`src/rtl/envelope_generator_pkg.sv`:
```
// envelope_generator_pkg: envelope state encoding and unity-gain constant shared with the VCA multiplier.
package envelope_generator_pkg;

    typedef enum logic [2:0] {
        ST_IDLE    = 3'd0,
        ST_ATTACK  = 3'd1,
        ST_DECAY   = 3'd2,
        ST_SUSTAIN = 3'd3,
        ST_RELEASE = 3'd4
    } env_state_e;

    function automatic int unsigned unity_gain(input int unsigned bitsize);
        return 32'd1 << (bitsize - 2);
    endfunction

endpackage

```
`src/rtl/env_step_unit.sv`:
```
// env_step_unit: saturating add/subtract toward a target level, flagging when the target is reached.
module env_step_unit #(
    parameter int AW    = 23,
    parameter int STEPW = 16
) (
    input  logic [AW-1:0]    acc,
    input  logic [STEPW-1:0] step,
    input  logic [AW-1:0]    target,
    input  logic             sub,
    output logic [AW-1:0]    res,
    output logic             hit
);

    logic [AW:0] step_x;
    logic [AW:0] sum;
    logic [AW:0] lim;

    // One guard bit keeps both the sum and the target+step limit from wrapping.
    always_comb begin
        step_x = (AW+1)'(step);
        sum    = {1'b0, acc} + step_x;
        lim    = {1'b0, target} + step_x;
        hit    = sub ? ({1'b0, acc} <= lim) : (sum >= {1'b0, target});
        res    = hit ? target : sub ? acc - step_x[AW-1:0] : sum[AW-1:0];
    end

endmodule

```
`src/rtl/envelope_generator.sv`:
```
// envelope_generator: per-sample ADSR envelope producing a Q2.(BITSIZE-2) gain word for the VCA multiplier.
module envelope_generator
    import envelope_generator_pkg::*;
#(
    parameter int BITSIZE = 16,
    parameter int FRAC    = 8,
    parameter int STEPW   = 16
) (
    input  logic               clk,
    input  logic               rst_n,
    input  logic               sample_en,
    input  logic               gate,
    input  logic [STEPW-1:0]   attack_step,
    input  logic [STEPW-1:0]   decay_step,
    input  logic [BITSIZE-2:0] sustain_level,
    input  logic [STEPW-1:0]   release_step,
    output logic [BITSIZE-1:0] env,
    output logic               env_valid,
    output logic [2:0]         stage,
    output logic               active
);

    localparam int AW = BITSIZE - 1 + FRAC;
    localparam logic [BITSIZE-2:0] UNITY = (BITSIZE-1)'(unity_gain(BITSIZE));
    localparam logic [AW-1:0] PEAK = {UNITY, {FRAC{1'b0}}};

    env_state_e         state_q, state_d, cur;
    logic [AW-1:0]      acc_q, acc_d;
    logic               gate_prev_q, gate_prev_d;
    logic               env_valid_q, env_valid_d;
    logic               rise, fall, hit;
    logic [BITSIZE-2:0] sus_lvl;
    logic [AW-1:0]      sus, target, step_res;
    logic [STEPW-1:0]   step;

    // Gate edges override the current state before the per-state step is applied.
    always_comb begin
        rise    = gate & ~gate_prev_q;
        fall    = ~gate & gate_prev_q;
        sus_lvl = (sustain_level > UNITY) ? UNITY : sustain_level;
        sus     = {sus_lvl, {FRAC{1'b0}}};
        cur     = rise ? ST_ATTACK
                : (fall && state_q inside {ST_ATTACK, ST_DECAY, ST_SUSTAIN}) ? ST_RELEASE
                : state_q;
        step    = (cur == ST_ATTACK) ? attack_step : (cur == ST_DECAY) ? decay_step : release_step;
        target  = (cur == ST_ATTACK) ? PEAK : (cur == ST_DECAY) ? sus : '0;
    end

    env_step_unit #(.AW(AW), .STEPW(STEPW)) u_step (
        .acc    (acc_q),
        .step   (step),
        .target (target),
        .sub    (cur != ST_ATTACK),
        .res    (step_res),
        .hit    (hit)
    );

    always_comb begin
        acc_d       = acc_q;
        state_d     = state_q;
        gate_prev_d = gate_prev_q;
        env_valid_d = sample_en;
        if (sample_en) begin
            gate_prev_d = gate;
            case (cur)
                ST_ATTACK: begin
                    acc_d   = step_res;
                    state_d = hit ? ST_DECAY : ST_ATTACK;
                end
                ST_DECAY: begin
                    acc_d   = step_res;
                    state_d = hit ? ST_SUSTAIN : ST_DECAY;
                end
                ST_SUSTAIN: begin
                    acc_d   = sus;
                    state_d = ST_SUSTAIN;
                end
                ST_RELEASE: begin
                    acc_d   = step_res;
                    state_d = hit ? ST_IDLE : ST_RELEASE;
                end
                default: begin
                    acc_d   = '0;
                    state_d = ST_IDLE;
                end
            endcase
        end
    end

    always_ff @(posedge clk or negedge rst_n) begin
        if (!rst_n) begin
            acc_q       <= '0;
            state_q     <= ST_IDLE;
            gate_prev_q <= 1'b0;
            env_valid_q <= 1'b0;
        end else begin
            acc_q       <= acc_d;
            state_q     <= state_d;
            gate_prev_q <= gate_prev_d;
            env_valid_q <= env_valid_d;
        end
    end

    assign env       = {1'b0, acc_q[AW-1:FRAC]};
    assign env_valid = env_valid_q;
    assign stage     = state_q;
    assign active    = state_q != ST_IDLE;

endmodule

```
`config.mk`:
```
export PLATFORM = sky130hd
export DESIGN_NAME = envelope_generator
export DESIGN_NICKNAME = d
export VERILOG_FILES = /design/src/rtl/envelope_generator_pkg.sv /design/src/rtl/env_step_unit.sv /design/src/rtl/envelope_generator.sv
export SDC_FILE = /design/constraint.sdc
export NUM_CORES = 1
export LEC_CHECK = 0
export CAP_MARGIN = 20
export CELL_PAD_IN_SITES_DETAIL_PLACEMENT = 1
export CELL_PAD_IN_SITES_GLOBAL_PLACEMENT = 2
export CORE_ASPECT_RATIO = 0.6
export CORE_MARGIN = 8
export CORE_UTILIZATION = 34
export DETAILED_ROUTE_END_ITERATION = 10
export DONT_BUFFER_PORTS = 1
export PLACE_DENSITY_LB_ADDON = 0.1
export SYNTH_ARGS = -nofsm -noshare
export SYNTH_HDL_FRONTEND = slang
export SYNTH_SLANG_ARGS = --single-unit
```
`constraint.sdc`:
```
create_clock -name clk -period 5.7 [get_ports clk]
set_input_delay 0.855 -clock clk [delete_from_list [all_inputs] [get_ports clk]]
set_output_delay 0.855 -clock clk [all_outputs]
set_load 0.01 [all_outputs]
```
After elaboration in Yosys (flattened, before gate mapping)
Index checks and enable logic that the tools add are counted.
- $add $sub $neg: 3
- magnitude comparators: 3
- equality and inequality tests: 8
- muxes and demuxes: 15
- bitwise logic cells: 4
- reduce and logical (&&, ||, !) cells: 4
- operators by type and width (cell ; count):
    23-bit two-way mux ; 4
    23-bit by 16-bit adder with 24-bit output ; 2
    23-bit one-hot mux with 2 select lines ; 1
    16-bit two-way mux ; 2
    24-bit by 23-bit >= comparator with 1-bit output ; 1
    23-bit by 24-bit less-or-equal comparator with 1-bit output ; 1
    23-bit by 16-bit subtractor with 23-bit output ; 1
    15-bit > comparator (second input constant) ; 1
    15-bit two-way mux ; 1
    3-bit by 2-bit equality test with 1-bit output (second input constant) ; 4
    3-bit one-hot mux with 4 select lines ; 1
    3-bit two-way mux ; 3
    3-bit by 1-bit equality test with 1-bit output (second input constant) ; 2
    3-bit nonzero test ; 2
    3-bit equality test (second input constant) ; 1
    3-bit by 1-bit != test with 1-bit output (second input constant) ; 1
    3-bit OR reduction ; 1
    1-bit bitwise AND ; 2
    1-bit two-way mux ; 2
    2-bit two-way mux ; 1
    1-bit inverter ; 2
    1-bit logical AND ; 1
- register bits: 28
- bits of input ports: 67
- output and inout port bits: 21
- word-level logic and storage cells: 41

Depth between registers and ports, before layout
- depth in word-level cells: 13
- gate-level depth with buffers: 27
- mapped depth without buffers: 24

By module
A second synthesis with hierarchy kept.
- cell total of the unflattened synthesis: 826
- area total of the unflattened synthesis: 6148.4 um^2
- by module, submodules not included (module ; times used ; cells an instance ; area an instance (um^2) ; sequential area each (um^2)):
    env_step_unit ; 1 ; 575 ; 4170.2 ; 0.0
    envelope_generator ; 1 ; 251 ; 1978.1 ; 700.7

Worst setup path after synthesis
No wires, ideal clock.
- path type: input to register
- start point: input port gate
- end point: register acc_q[18]
- setup time: 0.071 ns
- data arrival time: 6.274 ns
- required time: 5.629 ns
- path slack: -0.644 ns
- stages on the path: 24
- buffers on the path: 3
- cells stage by stage: nor2b_1 -> o31ai_1 -> clkbuf_1 -> buf_1 -> clkbuf_1 -> nand2_1 -> o21ai_0 -> fa_1 -> a21oi_1 -> o211ai_1 -> a31oi_1 -> o211ai_1 -> a21o_1 -> nand2_1 -> xnor2_1 -> ha_1 -> a211o_1 -> o211ai_1 -> a21oi_1 -> o41a_1 -> a41oi_2 -> a31oi_4 -> or4b_1 -> nand4_1
- longest elaborated chain between the ends: 13
- elaborated cells between the ends (all ways): 25
- classes of those cells: add/sub (3); order compare (2); eq/ne (5); mux (10); bitwise (3); reduce/logical (2)
- RTL lines (item ; RTL line ; text):
    start: declaration ; envelope_generator.sv:12 ; input logic gate,
    1-bit inverter ; envelope_generator.sv:39 ; fall = ~gate & gate_prev_q;
    1-bit bitwise AND ; envelope_generator.sv:39 ;
    1-bit logical AND ; envelope_generator.sv:43 ; : (fall && state_q inside {ST_ATTACK, ST_DECAY, ST_SUSTAIN}) ? ST_RELEASE
    3-bit two-way mux ; envelope_generator.sv:43 ;
    3-bit two-way mux (*) ; envelope_generator.sv:42 ; cur = rise ? ST_ATTACK
    3-bit by 2-bit equality test with 1-bit output ; envelope_generator.sv:45, envelope_generator.sv:46, envelope_generator.sv:65 ;
    16-bit two-way mux or 23-bit two-way mux (tied branches) (2 in a row) ; envelope_generator.sv:45, envelope_generator.sv:46 ;
    23-bit by 16-bit adder with 24-bit output (on tied branches) ; env_step_unit.sv:21, env_step_unit.sv:22 ;
    24-bit by 23-bit >= comparator with 1-bit output or 23-bit by 24-bit less-or-equal comparator with 1-bit output (tied branches) ; env_step_unit.sv:23 ; hit = sub ? ({1'b0, acc} <= lim) : (sum >= {1'b0, target});
    1-bit two-way mux ; env_step_unit.sv:23 ;
    23-bit two-way mux ; env_step_unit.sv:24 ; res = hit ? target : sub ? acc - step_x[AW-1:0] : sum[AW-1:0];
    23-bit one-hot mux with 2 select lines (*) ; envelope_generator.sv:65 ; case (cur)
    end signal: assignment ; envelope_generator.sv:92 ; acc_q <= '0;
    end signal: assignment ; envelope_generator.sv:97 ; acc_q <= acc_d;
    end: declaration ; envelope_generator.sv:28 ; logic [AW-1:0] acc_q, acc_d;
Mark *: on every way between the ends. The rest lies on a longest branch, timed or not.
A chain may end at the register's enable or synchronous reset.

Worst setup path after layout
Ends and elaborated chain as after synthesis.

==> impl_metrics.yaml <==
global_route:
  grt_pass1_vias: 6462
  grt_pass1_wl_um: 38100
  grt_max_degree: 42
  grt-ovfl-total: 0
  antenna_found_initial: 0
  grtUsageTotal_pct: 24.10
clock_network:
  clock_latency_ps: 280
  h-tree-depth: 1
  clock-sinks: 28
  path_clk_slew_ps: 90
  clock_path_buffers: 2
  cts_root_buffer: "clkbuf_16"
  cts_tree: "done"
  cts_buffers: 3
timing:
  finalCritPeriodShare_pct: 103.6
  setup_viol: 23
  fmax_mhz: 169.4
  tns_ps: -3118
  hold_viol_final: 0
  rsz0062_at_grt: "yes"
  period_needed_ps: 5904
  fin_skew_ps: 3.346
  max_slew.worst_pin.slew_ps: 1126
  drv_slew: 0
  finalWorstSetupSlack_ps: -203.9
  slew_headroom_pct: 24.45
run_status:
  failed_checks: "setup timing"
  outcome: "complete, but fails checks"
pwr:
  p_seq_share_pct: 8.7
  p_int_mw: 2.590
  p_switching_mw: 2.836
  powerDensity_mw_per_mm2: 730.3
  leakage_nw: 3.387
  pwr-share-comb_pct: 87.0
  p_clk_share_pct: 4.3
  switching_share_pct: 52.27
  irDropWorstVdd_uv: 263.0
cells_and_area:
  fillers: 1855
  multi_input_area_mm2: 0.004847
  n_antenna_cell: 0
  area_growth_pct: 37.20
  drive_gt1_share_pct: 30.64
  seq_area_um2: 700.7
  finalNetCount: 983
detailed_routing:
  vias: 6265
  route.detailed.drc: 0
  via_per_inst: 5.995
  dr.pass1.iters: 5
  avgRoutedWirePerCell_um: 24.29
  antenna_left: 0
  drt-initial-drc-count: 431
  wl_um: 25390
floorplan:
  dieWidth_um: 178.9
  coreArea_mm2: 0.01546
  dieArea_mm2: 0.02035
  ios: 88
  start_util_pct: 35.03
  die_h_um: 113.8
  rows: 35
yosys:
  syn_avg_cell_area_um2: 7.388
  ys.flop_type: "dfrtp_1"
  synth.cell_area_mm2: 0.005415
  async_flop_share_pct: 100.0
  ys_warn_count: 0
  synthCells: 733
  synth_cell_types: 78
  ys_seq_area_share_pct: 12.94
  ys_seq_elements: 28
  mappedNetlistNets: 873
  synth-edff-count: 0
flow_run:
  maxCapViolCount: 0
critical_path:
  crit_arrival_ps: 6130
  worstPathRequired_ps: 5920
  critical_path.max_fanout: 6
  crit_type: "primary input to flip-flop"
  start_kind: "primary input"
  endpoint_kind: "flip-flop"
placed_design:
  gp_congestion: 0.9425
  post-place-ws_ps: -984.5
  post-dp-hpwl_um: 19910
  port_buffers: 0
min_path:
  hp-class: "primary input to async pin"
==> Yosys cell counts, types with 7 or more instances <==
library cell	n	share of area, %
or2_2	7	0.81
nor2b_1	9	1.0
o2bb2ai_1	9	1.5
clkbuf_1	22	1.5
nand4_1	10	1.2
inv_1	48	3.3
a211oi_1	8	1.1
xor2_1	11	1.8
nor4_1	7	0.81
o21ai_0	46	4.3
nor3_1	19	1.8
dfrtp_1	28	13
a21oi_1	53	4.9
nor2_1	56	3.9
nand2_1	83	5.8
buf_4	18	2.5
a21o_1	10	1.4
nand3_1	13	1.2
or3_1	8	0.92
a31oi_1	10	1.2
mux2i_1	20	3.7
and3_1	7	0.81
xnor2_1	31	5.0
ha_1	70	16
==> metrics by stage <==
step / instances / power [mW] / instance area (um^2) / hold slack [ps] / util (%)
final: 1045 / 5.426 / 7430 / 253.9 / 48.06
after global routing: 1045 / 5.795 / 7430 / 247.9 / 48.06
after CTS: 1043 / 5.158 / 7131 / 248.7 / 46.13
after detailed placement: 1019 / 4.349 / 6534 / 518.7 / 42.27
after global placement: 1019 / 4.253 / 6534 / 511.6 / 42.27
after floorplan: 733 / 2.790 / 5509 / 489.3 / -
==> per-layer routing <==
layer  up-vias  part of all wire (%)  GRT usage [%]
met5         -                     0              0
met4         0                   1.4          4.882
met3        26                   7.2          4.322
met2       258                    43          36.69
met1      3097                    48          34.69
li1       2884                     -              -
==> kinds of logic (layout without fill, tap and decap cells) <==
family / Yosys count / in the layout / share of synthesized area (%)
AND/OR/NAND/NOR: 252 / 252 / 23.06
adder cells (fa/ha/maj): 73 / 73 / 17.28
buffers and inverters: 101 / 210 / 8.641
AO/OA/AOI/OAI: 214 / 214 / 27.10
other: 1 / 1 / 0.06925
flip-flops: 28 / 28 / 12.94
multiplexers: 22 / 22 / 4.113
XOR/XNOR: 42 / 42 / 6.793
==> final cells by class <==
type                            instances  area share [%]
Clock buffer                            3           1.010
Clock inverter                          1          0.4042
Inverter                               49           2.476
Multi-Input combinational cell        604           65.24
Sequential cell                        28           9.431
Tap cell                              203           3.419
Timing Repair Buffer                  157           18.02
==> worst paths after layout <==
check / endpoint / slack [ps] / start / cells after the start
setup / recovery: acc_q[18] / -200 / gate / 26
setup reg to reg: acc_q[18] / -160 / gate_prev_q / 26
hold / removal: acc_q[2] / 250 / rst_n / 0
hold reg to reg: acc_q[2] / 530 / acc_q[2] / 1
max in group asynchronous: acc_q[11] / 5360 / rst_n / 0
min in group clk: acc_q[2] / 530 / acc_q[2] / 1
==> what timing repair did <==
action,4_1_cts,5_1_grt
resized for setup,72,49
pin swaps,47,44
cloned,3,0
hold buffers,0,0
endpoints found under the setup margin,26,26
setup buffers,18,4
==> flip-flops by register name, summed over array words and instances, names as in the netlist <==
| signal | flops |
|---|---|
| acc_q | 23 |
| stage | 3 |
| gate_prev_q | 1 |
| env_valid | 1 |
==> power groups by stage <==
| stage | combinational [mW] | clock [mW] | sequential [mW] |
|---|---|---|---|
| after global placement | 3.79 | 0 | 0.458 |
| final | 4.72 | 0.233 | 0.470 |
| after CTS | 4.46 | 0.236 | 0.463 |
| after floorplan | 2.43 | 0 | 0.362 |
| after global routing | 5.07 | 0.237 | 0.487 |
| after detailed placement | 3.89 | 0 | 0.462 |
==> critical path, stage by stage <==
cell	delay, ps
nor2b_4	120
nor4b_4	280
nand2_4	200
buf_12	200
mux2i_1	120
o21ai_0	230
ha_1	300
a21oi_1	200
buf_4	150
o31a_1	280
buf_6	180
o211ai_4	100
buf_6	150
nor2_4	220
nor2_4	90
xor2_2	150
ha_1	340
nand4_1	140
or3_4	180
a21oi_2	40
o41a_1	440
a41oi_2	270
a31oi_4	160
buf_12	170
or4b_1	490
nand4_1	80
==> cell usage in the layout (no fill, tap or decap), types with 5 or more instances in the layout <==
cell,count
o21ai_2,8
a21oi_2,7
buf_6,8
or2_2,7
mux2i_1,19
nor4_1,5
o21ai_0,30
nor2_1,53
inv_1,48
xnor2_1,28
nor2b_1,7
a211oi_1,6
a21oi_1,45
nand2_1,78
and3_1,6
or3_1,7
a31oi_1,6
and4_1,5
o211ai_1,5
nand4_1,10
nand2b_1,6
a21o_1,10
xor2_1,10
dfrtp_1,28
ha_1,65
nor3_1,18
buf_4,138
nand3_1,11
buf_12,7
o21ai_1,9
nor2_4,5
Note: power is estimated with default switching activity, not from simulation.
